**config.mk**
```make
export PLATFORM = sky130hd
export DESIGN_NAME = ofdm_cp_sequencer
export DESIGN_NICKNAME = d
export VERILOG_FILES = /design/src/rtl/ofdm_cp_sequencer.sv
export SDC_FILE = /design/constraint.sdc
export NUM_CORES = 1
export LEC_CHECK = 0
export ABC_AREA = 1
export BUFFER_PORTS_ARGS = -buffer_cell sky130_fd_sc_hd__clkbuf_2
export CORE_ASPECT_RATIO = 1.4
export CORE_MARGIN = 4
export CORE_UTILIZATION = 47
export DETAILED_ROUTE_END_ITERATION = 8
export PLACE_DENSITY_LB_ADDON = 0.12
export SKIP_CTS_REPAIR_TIMING = 1
export SYNTH_ARGS = -nofsm -noshare
export SYNTH_HDL_FRONTEND = slang
export SYNTH_SLANG_ARGS = --single-unit
```
**constraint.sdc**
```tcl
create_clock -name clock_clk -period 5.2 [get_ports clock_clk]
set_input_delay 0.26 -clock clock_clk [delete_from_list [all_inputs] [get_ports clock_clk]]
set_output_delay 0.26 -clock clock_clk [all_outputs]
set_load 0.1 [all_outputs]
```
**src/rtl/ofdm_cp_sequencer.sv**
```systemverilog
// Cyclic-prefix insertion controller: banks input symbols into a 2-bank external RAM
// and replays each full bank as CP_LEN tail words followed by the whole symbol.
module ofdm_cp_sequencer #(
    parameter int unsigned N_FFT   = 1024,
    parameter int unsigned CP_LEN  = 128,
    parameter int unsigned ADDR_W  = 10,
    parameter int unsigned RAM_LAT = 2
) (
    input  logic              clock_clk,
    input  logic              reset_reset,
    input  logic              asi_in0_valid,
    input  logic              asi_in0_startofpacket,
    input  logic              asi_in0_endofpacket,
    output logic              asi_in0_ready,
    output logic              ram_wr_en,
    output logic [ADDR_W:0]   ram_wr_addr,
    output logic [ADDR_W:0]   ram_rd_addr,
    output logic              ram_rd_ce,
    input  logic              aso_out0_ready,
    output logic              aso_out0_valid,
    output logic              aso_out0_startofpacket,
    output logic              aso_out0_endofpacket,
    output logic              cp_active,
    output logic              err_framing
);

    localparam logic [ADDR_W-1:0] PTR_LAST = ADDR_W'(N_FFT - 1);
    localparam logic [ADDR_W-1:0] PTR_CP0  = ADDR_W'(N_FFT - CP_LEN);
    localparam logic [ADDR_W-1:0] PTR_ONE  = ADDR_W'(1);

    typedef enum logic [1:0] {
        S_IDLE = 2'd0,
        S_CP   = 2'd1,
        S_BODY = 2'd2
    } state_e;

    typedef struct packed {
        logic valid;
        logic sop;
        logic eop;
        logic cp;
    } tag_t;

    logic              run_q, run_d;
    logic [ADDR_W-1:0] wr_ptr_q, wr_ptr_d;
    logic              wr_bank_q, wr_bank_d;
    logic [ADDR_W-1:0] rd_ptr_q, rd_ptr_d;
    logic              rd_bank_q, rd_bank_d;
    logic [1:0]        bank_full_q, bank_full_d;
    state_e            state_q, state_d;
    logic              err_q, err_d;
    tag_t              tag_q [RAM_LAT];
    tag_t              tag_d [RAM_LAT];

    logic              in_ready_c;
    logic              wr_en_c;
    logic [ADDR_W-1:0] wr_addr_ptr_c;
    logic [ADDR_W-1:0] eff_ptr_c;
    logic              keep_c;
    logic              wr_done_c;
    logic              adv_c;
    logic              rd_release_c;
    tag_t              issue_c;

    // Write side: framing checks and bank fill; run_q keeps everything quiet in the first cycle after reset.
    always_comb begin
        run_d         = 1'b1;
        wr_ptr_d      = wr_ptr_q;
        wr_bank_d     = wr_bank_q;
        err_d         = 1'b0;
        wr_en_c       = 1'b0;
        wr_done_c     = 1'b0;
        keep_c        = 1'b0;
        eff_ptr_c     = wr_ptr_q;
        wr_addr_ptr_c = wr_ptr_q;
        in_ready_c    = run_q & ~bank_full_q[wr_bank_q];

        if (asi_in0_valid && in_ready_c) begin
            if (asi_in0_startofpacket) begin
                eff_ptr_c = '0;
                keep_c    = 1'b1;
                err_d     = (wr_ptr_q != '0);
            end else if (wr_ptr_q == '0) begin
                err_d = 1'b1;
            end else begin
                keep_c = 1'b1;
            end

            if (keep_c) begin
                wr_en_c       = 1'b1;
                wr_addr_ptr_c = eff_ptr_c;
                if (eff_ptr_c == PTR_LAST) begin
                    wr_done_c = 1'b1;
                    wr_bank_d = ~wr_bank_q;
                    wr_ptr_d  = '0;
                    if (!asi_in0_endofpacket) begin
                        err_d = 1'b1;
                    end
                end else if (asi_in0_endofpacket) begin
                    err_d    = 1'b1;
                    wr_ptr_d = '0;
                end else begin
                    wr_ptr_d = eff_ptr_c + PTR_ONE;
                end
            end
        end
    end

    // Read issue FSM: prefix words first, then the full body, chained across banks without gaps.
    always_comb begin
        state_d      = state_q;
        rd_ptr_d     = rd_ptr_q;
        rd_bank_d    = rd_bank_q;
        rd_release_c = 1'b0;
        issue_c      = '0;
        adv_c        = run_q & ~(tag_q[RAM_LAT-1].valid & ~aso_out0_ready);

        case (state_q)
            S_CP: begin
                issue_c.valid = 1'b1;
                issue_c.cp    = 1'b1;
                issue_c.sop   = (rd_ptr_q == PTR_CP0);
            end
            S_BODY: begin
                issue_c.valid = 1'b1;
                issue_c.eop   = (rd_ptr_q == PTR_LAST);
            end
            default: ;
        endcase

        if (adv_c) begin
            case (state_q)
                S_IDLE: begin
                    rd_ptr_d = '0;
                    if (bank_full_q[rd_bank_q]) begin
                        state_d  = S_CP;
                        rd_ptr_d = PTR_CP0;
                    end
                end
                S_CP: begin
                    if (rd_ptr_q == PTR_LAST) begin
                        state_d  = S_BODY;
                        rd_ptr_d = '0;
                    end else begin
                        rd_ptr_d = rd_ptr_q + PTR_ONE;
                    end
                end
                S_BODY: begin
                    if (rd_ptr_q == PTR_LAST) begin
                        rd_release_c = 1'b1;
                        rd_bank_d    = ~rd_bank_q;
                        if (bank_full_q[~rd_bank_q]) begin
                            state_d  = S_CP;
                            rd_ptr_d = PTR_CP0;
                        end else begin
                            state_d  = S_IDLE;
                            rd_ptr_d = '0;
                        end
                    end else begin
                        rd_ptr_d = rd_ptr_q + PTR_ONE;
                    end
                end
                default: begin
                    state_d  = S_IDLE;
                    rd_ptr_d = '0;
                end
            endcase
        end
    end

    // Reader and writer always own different banks, so both marks can land on the same edge.
    always_comb begin
        bank_full_d = bank_full_q;
        if (rd_release_c) begin
            bank_full_d[rd_bank_q] = 1'b0;
        end
        if (wr_done_c) begin
            bank_full_d[wr_bank_q] = 1'b1;
        end
    end

    // Tag pipeline mirrors the RAM read latency and stalls with it.
    always_comb begin
        for (int unsigned i = 0; i < RAM_LAT; i++) begin
            tag_d[i] = tag_q[i];
        end
        if (adv_c) begin
            tag_d[0] = issue_c;
            for (int unsigned i = 1; i < RAM_LAT; i++) begin
                tag_d[i] = tag_q[i-1];
            end
        end
    end

    always_ff @(posedge clock_clk or negedge reset_reset) begin
        if (!reset_reset) begin
            run_q       <= 1'b0;
            wr_ptr_q    <= '0;
            wr_bank_q   <= 1'b0;
            rd_ptr_q    <= '0;
            rd_bank_q   <= 1'b0;
            bank_full_q <= '0;
            state_q     <= S_IDLE;
            err_q       <= 1'b0;
            for (int unsigned i = 0; i < RAM_LAT; i++) begin
                tag_q[i] <= '0;
            end
        end else begin
            run_q       <= run_d;
            wr_ptr_q    <= wr_ptr_d;
            wr_bank_q   <= wr_bank_d;
            rd_ptr_q    <= rd_ptr_d;
            rd_bank_q   <= rd_bank_d;
            bank_full_q <= bank_full_d;
            state_q     <= state_d;
            err_q       <= err_d;
            for (int unsigned i = 0; i < RAM_LAT; i++) begin
                tag_q[i] <= tag_d[i];
            end
        end
    end

    assign asi_in0_ready          = in_ready_c;
    assign ram_wr_en              = wr_en_c;
    assign ram_wr_addr            = {wr_bank_q, wr_addr_ptr_c};
    assign ram_rd_addr            = {rd_bank_q, rd_ptr_q};
    assign ram_rd_ce              = adv_c;
    assign aso_out0_valid         = tag_q[RAM_LAT-1].valid;
    assign aso_out0_startofpacket = tag_q[RAM_LAT-1].sop;
    assign aso_out0_endofpacket   = tag_q[RAM_LAT-1].eop;
    assign cp_active              = tag_q[RAM_LAT-1].cp;
    assign err_framing            = err_q;

endmodule

```
; ---- Yosys cells after proc, flatten, opt, wreduce, memory -nomap -nowiden
; Cells that the tools add are included.
[word_totals]
wordCells = 103
output_inout_bits = 30
input_bits = 6
regBits = 36
[classes]
bitwise_logic = 11
n_reduce_logical = 11
n_addsub = 2
n_lt_le_gt_ge = 5
n_eq_ne = 8
n_mux = 50
[ops]
columns = op, count
row1 = two-way mux 10 bit, 10
row2 = two-way mux 1 bit, 31
row3 = "equality test 10 bit, second input constant", 3
row4 = one-hot mux 10 bit (3 select lines), 1
row5 = "adder 10 x 1 -> 10 bit, second input constant", 2
row6 = logical NOT 10 bit, 1
row7 = two-way mux 2 bit, 5
row8 = nonzero test 10 bit, 1
row9 = "< comparator 1 x 2 -> 1 bit, second input constant", 3
row10 = "inequality test 2 bit, second input constant", 3
row11 = one-hot mux 2 bit (3 select lines), 1
row12 = AND reduction 3 bit, 2
row13 = inverter 1 bit, 5
row14 = AND reduction 4 bit, 1
row15 = bitwise AND 1 bit, 3
row16 = logical AND 1 bit, 3
row17 = bitwise AND 2 bit, 1
row18 = demux 1 bit (select 1 bit), 2
row19 = "equality test 2 x 1 -> 1 bit, second input constant", 1
row20 = "equality test 2 bit, second input constant", 1
row21 = "greater-or-equal comparator 1 bit, second input constant", 2
row22 = logical NOT 2 bit, 1
row23 = inverter 2 bit, 1
row24 = OR 2 bit, 1
row25 = other kinds (2), 2

; ---- Depth between registers and ports, before layout
[logic_depth]
ltp_word = 11
ltp_mapped = 11
ltp_nobuf = 11

; ---- Worst setup path after synthesis
; No wires, ideal clock.
[synth_timing]
path_type = register to output
startpoint = register wr_bank_q
endpoint = output port ram_wr_addr[0]
t_required_ns = 4.940
path_stages_with_launch = 6
setup_slack_ns = 2.696
path_buffers = 0
t_arrival_ns = 2.244
path_cell_list = dfrtp_1 -> nor2_1 -> nor2_4 -> nand2_1 -> nor2_2 -> nor2_1
[synth_via]
elab_chain_len = 6
[synth_lines]
columns = item, line_no
row1 = start: declaration, 46  ; logic wr_bank_q, wr_bank_d;
row2 = start signal: assignment, 211  ; wr_bank_q <= wr_bank_d;
row3 = two-way mux 1 bit (implied by the code) (2 in series), 76  ; in_ready_c = run_q & ~bank_full_q[wr_bank_q];
row4 = inverter 1 bit, 76
row5 = bitwise AND 1 bit, 76
row6 = named net asi_in0_ready, 14  ; output logic asi_in0_ready,
row7 = logical AND 1 bit, 78  ; if (asi_in0_valid && in_ready_c) begin
row8 = two-way mux 10 bit, 78
row9 = end: declaration, 16  ; output logic [ADDR_W:0] ram_wr_addr,
; The timed path passes the listed nets, and every way through them passes these cells. The select of a mux whose other input is x is not followed.

; ---- Final worst setup path
[layout_timing]
startpoint = register wr_ptr_q[7]
endpoint = output port ram_wr_en
[layout_via]
elab_chain_len = 6
[layout_lines]
columns = item, line_no
row1 = start: declaration, 45  ; logic [ADDR_W-1:0] wr_ptr_q, wr_ptr_d;
row2 = start signal: assignment, 210  ; wr_ptr_q <= wr_ptr_d;
row3 = logical NOT 10 bit, 83  ; end else if (wr_ptr_q == '0) begin
row4 = two-way mux 1 bit, 83
row5 = two-way mux 1 bit, 79  ; if (asi_in0_startofpacket) begin
row6 = two-way mux 1 bit, 78
row7 = two-way mux 1 bit, 89  ; if (keep_c) begin
row8 = two-way mux 1 bit, 78
row9 = end: declaration, 15  ; output logic ram_wr_en,
; Every way passes these cells. The select of a mux whose other input is x is not followed.

==> reports/summary.txt <==
Total power draw -> 0.618 mW
Top FF cell, synth -> dfrtp_1
Synthesized area -> 2310 um^2
WL per Instance -> 13.4 um
CORE AREA -> 4640 um^2
Initial antenna violation count -> 0
Worst-path cell chain -> inv_1 -> nand4_1 -> nor4_1 -> ha_1 -> inv_1 -> nand3_2 -> inv_2 -> clkbuf_2
Syn_area_per_cell -> 7.57 um^2
Pwr dens -> 241 nW/um^2
Mux share of post-synthesis cell area -> 0
Commonest cells in the netlist -> nand2_1, inv_1, dfrtp_1, nor2_1, nand3_1
Peak supply drop -> 0.000244 V
Ant. Diodes -> 0
Leading area contributor after synthesis -> dfrtp_1
Antenna Nets Post-Route -> 0
# DRC -> 0
Register Area -> 901 um^2
Starting Density -> 0.497
Xor-xnor portion of the synthesized cell area -> 0.0190
FF+latch count, synth -> 36
Simple-Gate Fraction of Synth Area -> 0.331
Worst path most repeated cell -> inv_1
Total wire length -> 5.39 mm
Static Leak -> 1.25 nW
CTS Buf Count -> 5
Max stage delay on crit path -> 440 ps
Worst-path clk slew -> 70 ps
Post-layout net count -> 353
Layout Utilization -> 0.553
Gr usage total -> 0.199
Met2 routed WL -> 2.80 mm
Design area -> 2570 um^2
Crit Reg-Reg Endpoint -> wr_ptr_q[9]
Final Wtd Congestion -> 0.887
Initial DRC count -> 103
P_sw -> 0.213 mW
Synth Area in Compound Gates -> 0.104
Critical path data arrival time -> 2260 ps
Clock power frac -> 0.305
CTS tree -> yes
Detailed route wirelength on metal3 -> 215 um
Top post-synthesis cells by area -> dfrtp_1, nand2_1, inv_1, nor2_1, nand3_1
Total negative setup slack -> 0 ps
Hold slack -> 101 ps
# fillers -> 487
Standard-cell rows -> 29
DR vias -> 2089
Gate power share -> 0.225
Vias/cell -> 5.21
Reg-to-reg slack, setup -> 3070 ps
I/O Buffers -> 35
Highest Signal Layer -> met4
First-pass GRT wire length -> 9.45 mm
Fin. Hold Viols -> 0
H-tree Lvls -> 2
Async SR Flop Fraction -> 1.00
Depth of the worst register-to-register path -> 9
Worst hold path type -> input port to asynchronous set/reset pin
CP Capture Point -> ram_wr_en
Multi-input logic area -> 1150 um^2
Placed instance area -> 2490 um^2
Rel. slew slack -> 0.380
Post-synthesis sequential area ratio -> 0.390
Syn Nets -> 319
Crit path max fanout -> 11
EDFF count, synth -> 0
Root buffer cell -> clkbuf_8
Final min period -> 2520 ps
R2r startpoint -> wr_ptr_q[7]
Status -> finished clean
Clock tree buffer depth -> 2
Met1 wire length -> 2.14 mm
Mapped Cells -> 305
Die span in y -> 90.9 um
Synth top area share -> 0.390
HPWL Detailed -> 4.15 mm
Overflow left after global routing -> 0
# setup viols final -> 0
Clock Skew -> 3.99 ps
Largest net degree at the start of global routing -> 37
Sequential power share -> 0.470
Largest family of logic cells by synthesized area -> simple AND/OR/NAND/NOR gates
IO Pins -> 36
Transition time of the tightest slew-check pin -> 930 ps
Most frequent cell after synthesis -> nand2_1
Yosys warning total -> 0
Crit-path slowest cell -> dfrtp_1
Crit Path Class -> register to output port
Tcrit/Tclk final -> 0.484
P_int -> 0.404 mW
Die W -> 67.2 um
Vias in the first global route -> 2083
Die area -> 6110 um^2
Fmax -> 397 MHz
CP Launch Type -> register
DRT Pass-1 Iters -> 4
Clock sinks -> 36
Count of cell types in the netlist -> 35
Clock Latency Late Sink -> 280 ps
WP data required -> 4940 ps
Fin. max-slew vios -> 0
Switching Fraction -> 0.345
Synth Area in Adders -> 0.0434
Unrepaired setup endpoints after global routing -> no
Layout cell share with drive strength beyond 1 -> 0.186
Worst Setup SP -> wr_ptr_q[7]
P&R area growth vs syn -> 11.2%
Max_cap viols -> 0
Worst setup EP type -> output port
## per-layer routing
layer  GRT usage  up-vias
li1            -     1056
met1       0.225      954
met2       0.346       62
met3      0.0349       17
met4       0.102        0
met5           0        -
## cells in the final DEF, fill, tap and decap left out, drive strengths merged
cell type | synthesis | routed
ha | 8 | 8
o211ai | 1 | 1
nand3 | 27 | 27
o2111ai | 1 | 1
conb | 1 | 1
xor2 | 5 | 5
o22ai | 5 | 5
o21ai | 26 | 26
dfrtp | 36 | 36
nor3 | 4 | 4
o21bai | 3 | 3
nor4 | 2 | 2
nand2 | 64 | 64
a21oi | 5 | 5
clkinv | 2 | 3
nand4 | 13 | 13
a21boi | 1 | 1
clkbuf | 1 | 41
o31ai | 1 | 1
nor2 | 46 | 46
inv | 46 | 46
## worst min-delay path by stage
stage	end	cells after the start	slack, ps
2_1_floorplan	aso_out0_endofpacket	0	-40
3_3_place_gp	rd_ptr_q[5]	1	440
3_5_place_dp	rd_ptr_q[5]	1	450
4_1_cts	rd_ptr_q[5]	1	130
5_1_grt	rd_ptr_q[5]	1	170
6_report	rd_ptr_q[5]	1	100
## per-stage QoR
stage               instances  setup WS (ps)
global placement          394           3020
detailed placement        394           3000
finish                    401           2680
floorplan                 305           2700
global route              401           2510
CTS                       401           2690
## critical path, delay by kind of cell (launching register included)
| kind | cells | cell delay [ps] |
|---|---|---|
| DFF | 1 | 440 |
| buffers and inverters | 4 | 730 |
| and+or+nand+nor | 3 | 540 |
| adders and majority gates | 1 | 250 |
## registers in the layout, summed over array words and instances, names as in the netlist
name / count
aso_out0_endofpacket: 1
aso_out0_startofpacket: 1
aso_out0_valid: 1
bank_full_q: 2
cp_active: 1
err_framing: 1
rd_bank_q: 1
rd_ptr_q: 10
run_q: 1
state_q: 2
tag_q: 4
wr_bank_q: 1
wr_ptr_q: 10
## cell families (layout without fill, tap and decap cells)
logic type | after synthesis | in the layout
AO/OA/AOI/OAI | 43 | 43
AND/OR/NAND/NOR | 156 | 156
buffers and inverters | 56 | 90
flip-flops | 36 | 36
XOR/XNOR | 5 | 5
adder cells (fa/ha/maj) | 8 | 8
other | 1 | 1
## power groups by stage
stage / clock (mW) / combinational [mW] / sequential, mW
finish: 0.188 / 0.139 / 0.290
global route: 0.207 / 0.153 / 0.291
CTS: 0.196 / 0.140 / 0.290
detailed placement: 0 / 0.140 / 0.296
global placement: 0 / 0.139 / 0.295
floorplan: 0 / 0.106 / 0.305
## cell type report
type	count	area share
clock buffers	6	0.0283
clock inverters	1	0.00195
inverters	48	0.0721
multi-input cells	213	0.448
flip-flops and latches	36	0.351
well taps	62	0.0302
repair buffers	35	0.0682
No activity file was read; power rests on OpenSTA's default activity.
